## src/rtl/fetch_decode_queue.sv

```systemverilog
// fetch_decode_queue
// In-order instruction queue between fetch and decode. Holds {pc, pc_plus4, instr}
// triples in a DEPTH-entry circular buffer with valid/ready handshakes on both sides.
// A flush (branch/jump/interrupt redirect) discards every buffered entry.
// Optional feature: define FETCH_QUEUE_BYPASS_EN to let an entry arriving at an
// empty queue pass straight to decode in the same cycle when decode is ready.
module fetch_decode_queue #(
    parameter int DEPTH = 4,
    parameter int AW    = $clog2(DEPTH)
) (
    input  logic          clk,
    input  logic          rst,
    input  logic          flush,
    input  logic          in_valid,
    input  logic [31:0]   in_pc,
    input  logic [31:0]   in_pc_plus4,
    input  logic [31:0]   in_instr,
    output logic          in_ready,
    output logic          out_valid,
    output logic [31:0]   out_pc,
    output logic [31:0]   out_pc_plus4,
    output logic [31:0]   out_instr,
    input  logic          out_ready,
    output logic [AW:0]   count
);

    localparam logic [AW:0] L_FULL  = (AW+1)'(DEPTH);
    localparam logic [AW:0] L_ONE   = (AW+1)'(1);
    localparam logic [31:0] L_NOP   = 32'h0000_0013;

    // Entry payload storage; contents are don't-care after reset or flush
    logic [95:0]   r_mem [DEPTH];
    logic [AW-1:0] r_wr_ptr;
    logic [AW-1:0] r_rd_ptr;
    logic [AW:0]   r_count;

    logic          w_empty;
    logic          w_bypass;
    logic          w_push;
    logic          w_pop;
    logic [95:0]   w_head;

    assign w_empty = (r_count == '0);
    assign w_head  = r_mem[r_rd_ptr];

`ifdef FETCH_QUEUE_BYPASS_EN
    // Empty queue with decode ready: hand the fetch entry straight through, no write
    assign w_bypass = w_empty & in_valid & out_ready & ~flush;
`else
    assign w_bypass = 1'b0;
`endif

    // Full blocks a push even when a pop happens in the same cycle
    assign in_ready  = (r_count != L_FULL);
    assign out_valid = w_bypass | (~w_empty & ~flush);

    assign w_push = in_valid & in_ready & ~flush & ~w_bypass;
    assign w_pop  = ~w_empty & out_ready & ~flush;

    // Head selection: bypassed input, stored head, or a NOP bubble when nothing is valid
    always_comb begin
        out_pc       = 32'h0;
        out_pc_plus4 = 32'h0;
        out_instr    = L_NOP;
        if (w_bypass) begin
            out_pc       = in_pc;
            out_pc_plus4 = in_pc_plus4;
            out_instr    = in_instr;
        end else if (out_valid) begin
            out_pc       = w_head[95:64];
            out_pc_plus4 = w_head[63:32];
            out_instr    = w_head[31:0];
        end
    end

    // Payload write at the tail; storage needs no reset
    always_ff @(posedge clk) begin
        if (w_push) begin
            r_mem[r_wr_ptr] <= {in_pc, in_pc_plus4, in_instr};
        end
    end

    // Pointer and occupancy bookkeeping; flush clears everything and drops push/pop
    always_ff @(posedge clk or posedge rst) begin
        if (rst) begin
            r_wr_ptr <= '0;
            r_rd_ptr <= '0;
            r_count  <= '0;
        end else if (flush) begin
            r_wr_ptr <= '0;
            r_rd_ptr <= '0;
            r_count  <= '0;
        end else begin
            if (w_push) begin
                r_wr_ptr <= r_wr_ptr + 1'b1;
            end
            if (w_pop) begin
                r_rd_ptr <= r_rd_ptr + 1'b1;
            end
            if (w_push && !w_pop) begin
                r_count <= r_count + L_ONE;
            end else if (w_pop && !w_push) begin
                r_count <= r_count - L_ONE;
            end
        end
    end

    assign count = r_count;

endmodule
```

## config.mk

```make
export PLATFORM = sky130hd
export DESIGN_NAME = fetch_decode_queue
export DESIGN_NICKNAME = d
export VERILOG_FILES = /design/src/rtl/fetch_decode_queue.sv
export SDC_FILE = /design/constraint.sdc
export NUM_CORES = 1
export LEC_CHECK = 0
export ABC_AREA = 1
export CAP_MARGIN = 20
export CORE_ASPECT_RATIO = 1.75
export CORE_MARGIN = 1.5
export CORE_UTILIZATION = 41
export DETAILED_ROUTE_END_ITERATION = 10
export GPL_ROUTABILITY_DRIVEN = 0
export MAX_ROUTING_LAYER = met4
export SYNTH_ARGS = -nofsm -noshare
export SYNTH_HDL_FRONTEND = slang
export SYNTH_SLANG_ARGS = --single-unit
```

## constraint.sdc

```tcl
create_clock -name clk -period 5.72 [get_ports clk]
set_clock_uncertainty 0.15 [all_clocks]
set_input_delay 0.858 -clock clk [delete_from_list [all_inputs] [get_ports clk]]
set_output_delay 0.858 -clock clk [all_outputs]
set_load 0.01 [all_outputs]
```

==> implementation parameters <==
Parameter                              Value

Synth
  Compound-cell area share of the yosys netlist ... 0.0964
  Synth Register Bits ... 391
  Fraction of synthesized cell area taken by the top area cell type ... 0.750
  Combinational family with the most area after synthesis ... simple AND/OR/NAND/NOR gates
  Synth Area per Inst ... 12.8 um^2
  Share of synthesized cell area in full adder, half adder and majority cells ... 0.00456
  Mux contribution to synthesized area ... 0
  Yosys top cell by area ... edfxtp_1
  Synth Cell Area ... 15400 um^2
  Syn Inst Count ... 1198
  Most frequent cells after synthesis ... 389 x nor2_1, 384 x edfxtp_1, 147 x o21ai_0
  Most instantiated flip-flop cell in the synthesis netlist ... edfxtp_1
  Simple logic cell fraction of the synthesized area ... 0.104
  Share of synthesized registers carrying an async set or reset ... 0.0179
  Top area cells in the synthesized netlist ... edfxtp_1 75%, nor2_1 9.5%, o21ai_0 4.8%
  Net Count, Synth ... 1304
  Post-synthesis cell type count ... 26
  Number of enable flip-flop cells after synthesis ... 384
  Top-count cell post-synth ... nor2_1
  Sequential-to-total area share from yosys stat ... 0.762
  Warning count from the yosys run ... 0
  Post-Synth XOR/XNOR Area ... 0.000570

Run
  Max Cap Viol ... 0

Placed design
  HPWL after DPL ... 20.1 mm
  Minimum setup slack after placement ... 1.66 ns
  Post-place instance area ... 17800 um^2
  Post-placement cell count ... 1812
  Port buffer count ... 201

Floorplan
  Placeable core region ... 36900 um^2
  Initial standard-cell utilization of the core ... 0.417
  Number of ports placed on the die boundary ... 202
  Total die area ... 38700 um^2
  Overall die height ... 259 um
  Site row count ... 93
  X dimension of the die ... 149 um

Clock tree
  Clock network latency to the later pin of the worst-skew pair ... 0.51 ns
  TritonCTS clock tree ... yes
  H-Tree Level Count ... 2
  Number of hold-repair buffers added at the cts stage ... 0
  Clk slew on worst S/H paths ... 0.06 ns
  Post-CTS repair timing setup buffer count ... 0
  Number of CTS-inserted buffers ... 37
  Longest Clk Path Bufs ... 3
  Number of resized instances in the post-cts repair step ... 0
  Buffer cell driving the clock tree root ... clkbuf_16
  Num Clock Sinks ... 391

Power and ir drop
  Clock power share ... 0.297
  Logic gate share of total power ... 0.265
  Switching power ... 0.00230 W
  Power density of the placed cells ... 412 nW/um^2
  Maximum ir drop on the vdd rail ... 0.262 mV
  Internal power of the cells ... 0.00548 W
  Share of power burned in registers ... 0.438
  Leakage Power ... 6.27 nW
  Switching power share of the total ... 0.295

Finish
  Number of non-filler instances in the completed layout ... 1878
  Summed area of non-filler cells in the final layout ... 18900 um^2
  Total Nets Final ... 1482
  Fraction of final layout cells with drive strength greater than 1 ... 0.0557
  Layout overhead on the synthesized area ... 22.9%

STA
  Setup repair after global routing missed its margin ... no
  Final setup TNS ... 0 ns
  Final critical delay including setup and external delays ... 4.17 ns
  Maximum clock frequency ... 240 MHz
  Worst Hold Margin ... 0.439 ns
  Final setup slack of the worst path ... 1.55 ns
  Slew Limit Headroom ... 0.383
  Hold Violations, Final ... 0
  Final count of pins violating max slew ... 0
  Measured slew at the worst slew-check pin ... 0.926 ns
  Setup-violating endpoint count in the final report ... 0
  Share of the clock period used by the worst path ... 0.729

Hold path
  Class of the worst hold path ... input pin to asynchronous set/reset pin

Status
  Result of the run ... complete, no violations

Global routing
  Met3 usage ... 0.0274
  Most utilized layer in the global route result ... met2
  Global routing usage summed across all routing layers ... 0.189
  Number of global-route vias before repair ... 9127
  Overflow after GRT ... 0
  Largest net degree at the start of global routing ... 194
  Met1 track demand over resource ... 0.219
  Number of antenna violations at the first check in global routing ... 3
  Fraction of met2 tracks used by global routing ... 0.329
  Wire length of the first global-routing pass ... 53.3 mm

Setup path
  CP Capture Type ... primary output
  Classification of the worst setup path ... flop to primary output
  Worst path required time ... 4.71 ns
  Largest fanout on the critical path ... 58
  Number of cell instances on the worst register-to-register path ... 6
  Launching element type of the critical path ... flop
  CP arrival ... 3.16 ns

Route
  Wire length after detailed routing ... 35.8 mm
  # DRC ... 0
  Remaining antenna violation count after routing ... 0
  Routed via count ... 9458
  Post-detailed-route via-to-cell ratio ... 5.04
  DRC marker count from the first detailed-route iteration ... 474
  Routed WL per cell ... 19.0 um
  Total iterations of the first detailed-routing run ... 5
==> critical path: stages (launching register included) <==
cell and delay (ns):
dfrtp_4 0.94, clkinv_2 0.13, buf_4 0.38, nor2_1 0.19, o21ai_0 0.18, a21oi_1 0.19
clkdlybuf4s50_1 0.55
==> layer usage <==
layer	vias up	share of wire
met5	-	0
met2	239	0.54
li1	4589	-
met4	0	0.028
met3	59	0.044
met1	4571	0.39
==> state kept, by name, summed over array words and instances, names as in the netlist <==
name	count
r_wr_ptr	2
r_rd_ptr	2
count	3
r_mem	384
==> kinds of logic after synthesis <==
family,Yosys count
compound gates,293
xor+xnor,1
flops,391
buf+inv,92
fa+ha+maj,5
simple gates,416
==> stage by stage <==
stage	util	power, W
6_report	0.512	0.00777
2_1_floorplan	-	0.00464
4_1_cts	0.512	0.00787
5_1_grt	0.512	0.00815
3_3_place_gp	0.481	0.00554
3_5_place_dp	0.481	0.00556
==> layout make-up <==
cell class | instances | area (um^2)
fill | 3092 | 18000
antenna | 3 | 7.51
inverter | 18 | 71.3
clock inverter | 17 | 164
timing repair buffer | 213 | 2190
sequential | 391 | 11700
clock buffer | 46 | 960
multi-input combinational | 715 | 3190
tap | 475 | 594
==> layout by cell type (no fill, tap or decap), types with 7 or more instances in the layout <==
cell type / n
o21ai_1: 46
clkbuf_1: 9
inv_1: 13
nand2_1: 18
clkdlybuf4s50_1: 201
nor2_1: 385
a21oi_1: 96
o21ai_0: 147
edfxtp_1: 384
buf_12: 7
clkbuf_16: 37
clkinv_2: 8
==> power groups by stage <==
| stage | Sequential [W] | Clock (W) | Combinational, W |
|---|---|---|---|
| floorplan | 0.00345 | 0 | 0.00119 |
| global placement | 0.00346 | 0 | 0.00208 |
| detailed placement | 0.00347 | 0 | 0.00209 |
| CTS | 0.00341 | 0.00236 | 0.00210 |
| global route | 0.00342 | 0.00247 | 0.00226 |
| finish | 0.00341 | 0.00231 | 0.00206 |
==> path summary, 6_finish.rpt <==
check	from	end	slack, ns
hold / removal	rst	count[1]	0.44
setup reg to reg	count[2]	r_mem[1][64]	3.18
setup / recovery	r_rd_ptr[1]	out_pc_plus4[13]	1.55
hold reg to reg	count[0]	count[0]	0.46
max in group asynchronous	rst	r_rd_ptr[0]	4.72
min in group clk	count[0]	count[0]	0.46
(Power assumes the default switching activity.)
